**src/rtl/gate_bank_bist_if.sv**
```systemverilog
// Bundle of the gate-bank operand, function, BIST control and result signals.
// The master drives operands and requests; the slave (the gate bank) returns results.
interface gate_bank_bist_if #(
  parameter int CHANNELS = 4
);
  logic                ena;
  logic [1:0]          mode;
  logic [CHANNELS-1:0] a;
  logic [CHANNELS-1:0] b;
  logic [CHANNELS-1:0] fault_mask;
  logic [CHANNELS-1:0] y;
  logic                bist_start;
  logic                bist_busy;
  logic                bist_done;
  logic                bist_pass;
  logic [CHANNELS-1:0] fail_chan;

  modport master (
    output ena, mode, a, b, fault_mask, bist_start,
    input  y, bist_busy, bist_done, bist_pass, fail_chan
  );

  modport slave (
    input  ena, mode, a, b, fault_mask, bist_start,
    output y, bist_busy, bist_done, bist_pass, fail_chan
  );
endinterface

```
**src/rtl/gate_bank_bist.sv**
```systemverilog
// Bank of CHANNELS two-input gates (AND/OR/XOR/NAND) with registered outputs and
// a 16-vector self-test; 1-cycle latency, ena stalls everything including the BIST.
module gate_bank_bist #(
  parameter int CHANNELS = 4
) (
  input  logic              clk,
  input  logic              rst,
  gate_bank_bist_if.slave   bus_if
);

  localparam logic [1:0] IDLE  = 2'd0;
  localparam logic [1:0] RUN   = 2'd1;
  localparam logic [1:0] DRAIN = 2'd2;

  // Expected gate output indexed by {mode, b, a}; kept apart from the datapath on purpose.
  localparam logic [15:0] GOLDEN_LUT = 16'h76E8;

  logic [1:0]          state_q, state_d;
  logic [3:0]          vec_q, vec_d;
  logic [CHANNELS-1:0] y_q, y_d;
  logic [CHANNELS-1:0] exp_q, exp_d;
  logic [CHANNELS-1:0] fail_q, fail_d;
  logic                cmp_valid_q, cmp_valid_d;
  logic                pass_q, pass_d;
  logic                done_q, done_d;

  logic                in_run;
  logic [1:0]          mode_eff;
  logic [CHANNELS-1:0] a_eff, b_eff;
  logic [CHANNELS-1:0] gate_raw, gate_out;
  logic [CHANNELS-1:0] mism;

  always_comb begin
    in_run   = (state_q == RUN);
    mode_eff = in_run ? vec_q[3:2] : bus_if.mode;
    a_eff    = in_run ? {CHANNELS{vec_q[0]}} : bus_if.a;
    b_eff    = in_run ? {CHANNELS{vec_q[1]}} : bus_if.b;
    case (mode_eff)
      2'b00:   gate_raw = a_eff & b_eff;
      2'b01:   gate_raw = a_eff | b_eff;
      2'b10:   gate_raw = a_eff ^ b_eff;
      default: gate_raw = ~(a_eff & b_eff);
    endcase
    gate_out = gate_raw ^ bus_if.fault_mask;
    mism     = y_q ^ exp_q;
  end

  always_comb begin
    state_d     = state_q;
    vec_d       = vec_q;
    y_d         = y_q;
    exp_d       = exp_q;
    fail_d      = fail_q;
    cmp_valid_d = cmp_valid_q;
    pass_d      = pass_q;
    done_d      = 1'b0;

    // Comparison runs one cycle behind capture, so it also covers the DRAIN edge.
    if (cmp_valid_q) begin
      fail_d = fail_q | mism;
    end

    case (state_q)
      IDLE: begin
        y_d = gate_out;
        if (bus_if.bist_start) begin
          state_d = RUN;
          vec_d   = 4'd0;
          fail_d  = '0;
          pass_d  = 1'b0;
        end
      end
      RUN: begin
        y_d         = gate_out;
        exp_d       = {CHANNELS{GOLDEN_LUT[vec_q]}};
        cmp_valid_d = 1'b1;
        vec_d       = vec_q + 4'd1;
        if (vec_q == 4'd15) begin
          state_d = DRAIN;
        end
      end
      DRAIN: begin
        cmp_valid_d = 1'b0;
        pass_d      = ((fail_q | mism) == '0);
        done_d      = 1'b1;
        state_d     = IDLE;
      end
      default: begin
        state_d     = IDLE;
        cmp_valid_d = 1'b0;
      end
    endcase
  end

  always_ff @(posedge clk) begin
    if (rst) begin
      state_q     <= IDLE;
      vec_q       <= 4'd0;
      y_q         <= '0;
      exp_q       <= '0;
      fail_q      <= '0;
      cmp_valid_q <= 1'b0;
      pass_q      <= 1'b0;
      done_q      <= 1'b0;
    end else if (bus_if.ena) begin
      state_q     <= state_d;
      vec_q       <= vec_d;
      y_q         <= y_d;
      exp_q       <= exp_d;
      fail_q      <= fail_d;
      cmp_valid_q <= cmp_valid_d;
      pass_q      <= pass_d;
      done_q      <= done_d;
    end
  end

  assign bus_if.y         = y_q;
  assign bus_if.bist_busy = (state_q != IDLE);
  assign bus_if.bist_done = done_q;
  assign bus_if.bist_pass = pass_q;
  assign bus_if.fail_chan = fail_q;

endmodule

```
**src/flat_wrapper.sv**
```systemverilog
// flat-port wrapper written by rule: the top's interface ports become plain ports
module gate_bank_bist_flat 
#(
  parameter int CHANNELS = 4
)
  (clk, rst, bus_if_ena, bus_if_mode, bus_if_a, bus_if_b, bus_if_fault_mask, bus_if_bist_start, bus_if_y, bus_if_bist_busy, bus_if_bist_done, bus_if_bist_pass, bus_if_fail_chan);
  gate_bank_bist_if #(.CHANNELS(CHANNELS)) bus_if_i ();
  input  logic clk;
  input  logic rst;
  input wire logic [$bits(bus_if_i.ena)-1:0] bus_if_ena;
  input wire logic [$bits(bus_if_i.mode)-1:0] bus_if_mode;
  input wire logic [$bits(bus_if_i.a)-1:0] bus_if_a;
  input wire logic [$bits(bus_if_i.b)-1:0] bus_if_b;
  input wire logic [$bits(bus_if_i.fault_mask)-1:0] bus_if_fault_mask;
  input wire logic [$bits(bus_if_i.bist_start)-1:0] bus_if_bist_start;
  output wire logic [$bits(bus_if_i.y)-1:0] bus_if_y;
  output wire logic [$bits(bus_if_i.bist_busy)-1:0] bus_if_bist_busy;
  output wire logic [$bits(bus_if_i.bist_done)-1:0] bus_if_bist_done;
  output wire logic [$bits(bus_if_i.bist_pass)-1:0] bus_if_bist_pass;
  output wire logic [$bits(bus_if_i.fail_chan)-1:0] bus_if_fail_chan;
  assign bus_if_i.ena = bus_if_ena;
  assign bus_if_i.mode = bus_if_mode;
  assign bus_if_i.a = bus_if_a;
  assign bus_if_i.b = bus_if_b;
  assign bus_if_i.fault_mask = bus_if_fault_mask;
  assign bus_if_i.bist_start = bus_if_bist_start;
  assign bus_if_y = bus_if_i.y;
  assign bus_if_bist_busy = bus_if_i.bist_busy;
  assign bus_if_bist_done = bus_if_i.bist_done;
  assign bus_if_bist_pass = bus_if_i.bist_pass;
  assign bus_if_fail_chan = bus_if_i.fail_chan;
  gate_bank_bist #(.CHANNELS(CHANNELS)) u_core (.clk(clk), .rst(rst), .bus_if(bus_if_i));
endmodule
```
**config.mk**
```make
export PLATFORM = sky130hd
export DESIGN_NAME = gate_bank_bist_flat
export DESIGN_NICKNAME = d
export VERILOG_FILES = /design/src/rtl/gate_bank_bist_if.sv /design/src/rtl/gate_bank_bist.sv /design/src/flat_wrapper.sv
export SDC_FILE = /design/constraint.sdc
export NUM_CORES = 1
export LEC_CHECK = 0
export BUFFER_PORTS_ARGS = -buffer_cell sky130_fd_sc_hd__buf_2
export CAP_MARGIN = 20
export CORE_ASPECT_RATIO = 0.6
export CORE_MARGIN = 1.5
export CORE_UTILIZATION = 35
export DETAILED_ROUTE_END_ITERATION = 8
export GPL_TIMING_DRIVEN = 0
export HOLD_SLACK_MARGIN = 0.02
export PLACE_DENSITY = 0.64
export SKIP_LAST_GASP = 1
export SLEW_MARGIN = 20
export SYNTH_ARGS = -nofsm -noshare
export SYNTH_HDL_FRONTEND = slang
export SYNTH_SLANG_ARGS = --single-unit
```
**constraint.sdc**
```tcl
create_clock -name clk -period 6.8 [get_ports clk]
set_clock_uncertainty 0.1 [all_clocks]
set_input_delay 0.68 -clock clk [delete_from_list [all_inputs] [get_ports clk]]
set_output_delay 0.68 -clock clk [all_outputs]
set_load 0.03 [all_outputs]
```
# --- Word level (Yosys, flattened, before mapping) ---
# Memory sizes are Yosys's and may differ from the RTL's. A register that Yosys moved wholly into a read port is not among the register bits.
# Index checks and enable logic that the tools add are counted.
classes:
  bitwise_logic: 8
  eq_ne: 7
  mux: 16
  n_reduce_logical: 13
  addsub: 1
op_table:
  columns: ["op", "n"]
  rows:
  - ["two-way mux 4 bit", 6]
  - ["one-hot mux 4 bit (3 select lines)", 1]
  - ["bitwise XOR 4 bit", 3]
  - ["AND reduction 3 bit", 3]
  - ["bitwise OR 4 bit", 2]
  - ["one-hot mux 4 bit (2 select lines)", 1]
  - ["two-way mux 2 bit", 3]
  - ["AND reduction 2 bit", 3]
  - ["nonzero test 2 bit", 3]
  - ["adder 4 x 1 -> 4 bit (second input constant)", 1]
  - ["bitwise AND 4 bit", 1]
  - ["== test 2 x 1 -> 1 bit (second input constant)", 2]
  - ["== test 2 bit (second input constant)", 2]
  - ["== test 4 bit (second input constant)", 1]
  - ["logical NOT 2 bit", 2]
  - ["logical NOT 4 bit", 1]
  - ["inequality test 2 bit (second input constant)", 2]
  - ["NOT 4 bit", 1]
  - ["one-hot mux 1 bit (2 select lines)", 2]
  - ["one-hot mux 2 bit (2 select lines)", 1]
  - ["two-way mux 1 bit", 2]
  - ["OR reduction 2 bit", 1]
  - ["NOT 1 bit", 1]
word_totals:
  romBits: 16
  in_bits: 18
  mem_count: 1
  out_inout_bits: 11
  register_bits: 17
mem_list:
  columns: ["name", "words", "width", "rd", "rd_ports_with_merged_regs", "write_ports", "line_no", "source"]
  rows:
  - ["(name not given)", 16, 1, 1, 1, 0, "gate_bank_bist.sv:75", "exp_d = {CHANNELS{GOLDEN_LUT[vec_q]}};"]

# --- Depth between registers and ports, before layout ---
logic_depth:
  ltp_word: 6
  depth_mapped: 12
  depth_no_buf: 10

# --- Least setup slack after synthesis ---
# Ideal clock, no wire load.
synth_timing:
  path_type: "flip-flop to flip-flop"
  start: "register u_core.state_q[0]"
  end: "register u_core.y_q[3], in the netlist u_core.bus_if.y[3]"
  stages_incl_launch_ff: 13
  arrival_time_ns: 2.562
  n_path_buf: 3
  required_time_ns: 6.573
  period_less_slack_ns: 2.789
  slack_ns: 4.011
  path_cell_list: "dfxtp_1 buf_4 nand2b_1 buf_4 clkbuf_1 nor2_1 a21oi_1 inv_1 ha_1 mux4_2 and2_4 o211a_1 or3_1"
synth_between:
  elab_chain_cells: 6
  elab_cells_between_ends: 16
synth_rtl:
  columns: ["element", "line_no", "source"]
  rows:
  - ["start, declared", "gate_bank_bist.sv:18", "logic [1:0] state_q, state_d;"]
  - ["start signal, assigned", "gate_bank_bist.sv:106", "state_q <= state_d;"]
  - ["== test 2 x 1 -> 1 bit", "gate_bank_bist.sv:34, gate_bank_bist.sv:63", null]
  - ["two-way mux 4 bit (on tied branches)", "gate_bank_bist.sv:36, gate_bank_bist.sv:37", null]
  - ["bitwise AND 4 bit", "gate_bank_bist.sv:39, gate_bank_bist.sv:42", null]
  - ["NOT 4 bit", "gate_bank_bist.sv:42", "default: gate_raw = ~(a_eff & b_eff);"]
  - ["one-hot mux 4 bit (3 select lines)", "gate_bank_bist.sv:38", "case (mode_eff)"]
  - ["bitwise XOR 4 bit", "gate_bank_bist.sv:44", "gate_out = gate_raw ^ bus_if.fault_mask;"]
  - ["end signal, assigned", "gate_bank_bist.sv:108", "y_q <= y_d;"]
  - ["end, declared", "gate_bank_bist.sv:20", "logic [CHANNELS-1:0] y_q, y_d;"]
# Parallel ways exist; a longest one is shown, timed or not.
# A chain may end at the register's enable or synchronous reset.

# --- Final worst setup path ---
# Same ends and word-level chain as after synthesis.

==> flow_metrics.env <==
export IMPL_rrSetupSlack_ns=3.70
export IMPL_leakagePower_nw=0.8295
export IMPL_clk_pin_slew_ns=0.07
export IMPL_post_cts_resized=0
export IMPL_cap_violations=0
export IMPL_p_sw_mw=0.08712
export IMPL_nets=239
export IMPL_worst_slew_pin_slew_ns=0.4447
export IMPL_cts_sinks=18
export IMPL_dp_cells=252
export IMPL_reg2reg_to="u_core.bus_if.y[3]"
export IMPL_combPwrFrac=0.281
export IMPL_end_kind="flop"
export IMPL_async_reset_ff_frac=0
export IMPL_fin_area_sq_um=1659
export IMPL_clock_path_buffers=2
export IMPL_drv_slew=0
export IMPL_wl_per_cell_microns=12.64
export IMPL_critPathLaunch="u_core.state_q[0]"
export IMPL_synthCells=178
export IMPL_netlist_area_sq_um=1410
export IMPL_tritoncts="built"
export IMPL_synth_seq_area_share=0.2555
export IMPL_postCtsSetupBuffers=0
export IMPL_postCtsHoldBufs=0
export IMPL_post_dp_cell_area_sq_um=1604
export IMPL_crit_end="u_core.bus_if.y[3]"
export IMPL_ys_ff_latch=18
export IMPL_ys_dominant_reg_cell="dfxtp_1"
export IMPL_yosys_warnings=0
export IMPL_layout_common_cells="buf_2, dfxtp_1, inv_1, nor2_1, nand2_1"
export IMPL_die_w_microns=84.95
export IMPL_vias=1267
export IMPL_setup_tns_ns=0
export IMPL_grt_pass1_wl_mm=5.313
export IMPL_pre_cts_slack_ns=3.723
export IMPL_first_iter_violations=50
export IMPL_antenna_cells=0
export IMPL_gp_congestion=0.8122
export IMPL_die_h_microns=52.17
export IMPL_hpwl_mm=2.612
export IMPL_synth_cell_types=40
export IMPL_rsz0062_at_grt="no"
export IMPL_numCtsBuffers=3
export IMPL_final_cells=256
export IMPL_finalWorstSetupSlack_ns=3.704
export IMPL_p_clk_frac=0.311
export IMPL_grt_pass1_vias=1091
export IMPL_core_area_sq_um=3765
export IMPL_fin_crit_ns=3.096
export IMPL_drive_above_1_share=0.2344
export IMPL_drt_total_wl_mm=3.237
export IMPL_vias_per_cell=4.949
export IMPL_ctsRootBufferMaster="clkbuf_8"
export IMPL_finalCritPeriodShare=0.4553
export IMPL_first_pass_iters=7
export IMPL_timing_fmax_mhz=323.0
export IMPL_clock_latency_ns=0.25
export IMPL_route_detailed_drc=3
export IMPL_ant_nets=0
export IMPL_path_class="flop to flop"
export IMPL_crit_required_ns=6.83
export IMPL_area_growth_pct=17.66
export IMPL_relSlewSlack=0.7036
export IMPL_port_buffers=27
export IMPL_sw_frac_of_total=0.3086
export IMPL_cts_htree_levels=1
export IMPL_layout_commonest_cell="buf_2"
export IMPL_syn_nets=207
export IMPL_dieArea_sq_um=4431
export IMPL_power_mw=0.2823
export IMPL_outcome="finished with violations"
export IMPL_avgSynthCellArea_sq_um=7.922
export IMPL_hold_violations=0
export IMPL_p_per_area_nw_per_um2=170.1
export IMPL_reg2regPathDepth=12
export IMPL_initial_utilization=0.3745
export IMPL_antenna_found_initial=0
export IMPL_hold_class="flop to flop"
export IMPL_power_internal_mw=0.1952
export IMPL_synth_edf_count=0
export IMPL_cp_arrival_ns=3.13
export IMPL_crit_fanout=10
export IMPL_r2r_start="u_core.state_q[0]"
export IMPL_io_pins=29
export IMPL_max_vdd_ir_drop_mv=0.07465
export IMPL_grt_overflow_total=0
export IMPL_grtUsageTotal=0.1543
export IMPL_rows=17
export IMPL_setup_viol=0
export IMPL_cp_start_kind="flop"
export IMPL_violations="design-rule violations"
export IMPL_seqPwrFrac=0.408
export IMPL_grt_max_degree=11
## worst max-delay path: stages, from the launching register on
cell,delay (ns)
dfxtp_1,0.30
buf_4,0.16
nand2b_1,0.08
buf_4,0.16
clkbuf_1,0.31
nor2_1,0.15
a21oi_1,0.23
inv_1,0.07
ha_1,0.24
mux4_2,0.44
and2_4,0.17
o211a_1,0.21
or3_1,0.35
## how the worst min path moves through the flow
stage / start / endpoint / slack (ns) / cells past startpoint
5_1_grt: u_core.bus_if.bist_done / u_core.bus_if.bist_done / 0.38 / 2
3_5_place_dp: u_core.bus_if.bist_done / u_core.bus_if.bist_done / 0.35 / 2
6_report: u_core.bus_if.bist_done / u_core.bus_if.bist_done / 0.36 / 2
2_1_floorplan: u_core.cmp_valid_q / u_core.cmp_valid_q / 0.43 / 2
3_3_place_gp: u_core.bus_if.bist_done / u_core.bus_if.bist_done / 0.35 / 2
4_1_cts: u_core.bus_if.bist_done / u_core.bus_if.bist_done / 0.36 / 2
## flip-flops by register name, summed over array words and instances, names as in the netlist
signal and cells:
u_core.state_q 2, u_core.bus_if.fail_chan 4, u_core.exp_q 1, u_core.bus_if.bist_done 1
u_core.bus_if.y 4, u_core.vec_q 4, u_core.bus_if.bist_pass 1, u_core.cmp_valid_q 1
## per-layer routing
metal  vias up  wire length (microns)  global-route usage
met5         -                      0                   0
met3         2                    213             0.05397
met1       554                   1915              0.2447
met2        25                   1103              0.1944
li1        686                      -                   -
met4         0                      4             0.01913
## synthesized netlist by cell type (all sizes together) (6+ instances only)
library cell	number	area, sq um
nor3	6	30.03
or3	8	50.05
a21oi	10	50.05
ha	11	137.6
inv	18	67.56
dfxtp	18	360.4
nand2	12	45.04
mux2i	6	63.81
nor2	17	63.81
clkbuf	6	22.52
## logic make-up after synthesis
logic type | synth area share
flops | 0.2555
compound gates | 0.1713
xor+xnor | 0.03105
buf+inv | 0.08163
simple gates | 0.2618
mux | 0.1011
fa+ha+maj | 0.09760
## final cells by class
type | count | area (sq um)
well taps | 47 | 58.81
multi-input cells | 132 | 934.6
repair buffers | 27 | 135.1
clock buffers | 4 | 55.05
fillers | 413 | 2106
inverters | 18 | 67.56
flip-flops and latches | 18 | 360.3
plain buffers | 10 | 47.55
## through the flow
stage	hold slack, ns	util
finish	0.3583	0.4407
global route	0.3846	0.4407
CTS	0.3571	0.4407
detailed placement	0.3471	0.4261
global placement	0.3472	0.4261
floorplan	0.4252	-
## power groups by stage
stage	clock network (mW)	registers (mW)	logic, mW
2_1_floorplan	0	0.123	0.0515
3_3_place_gp	0	0.118	0.0780
3_5_place_dp	0	0.118	0.0788
4_1_cts	0.0899	0.115	0.0793
5_1_grt	0.0941	0.116	0.0880
6_report	0.0878	0.115	0.0793
No activity file was read; power rests on OpenSTA's default activity.
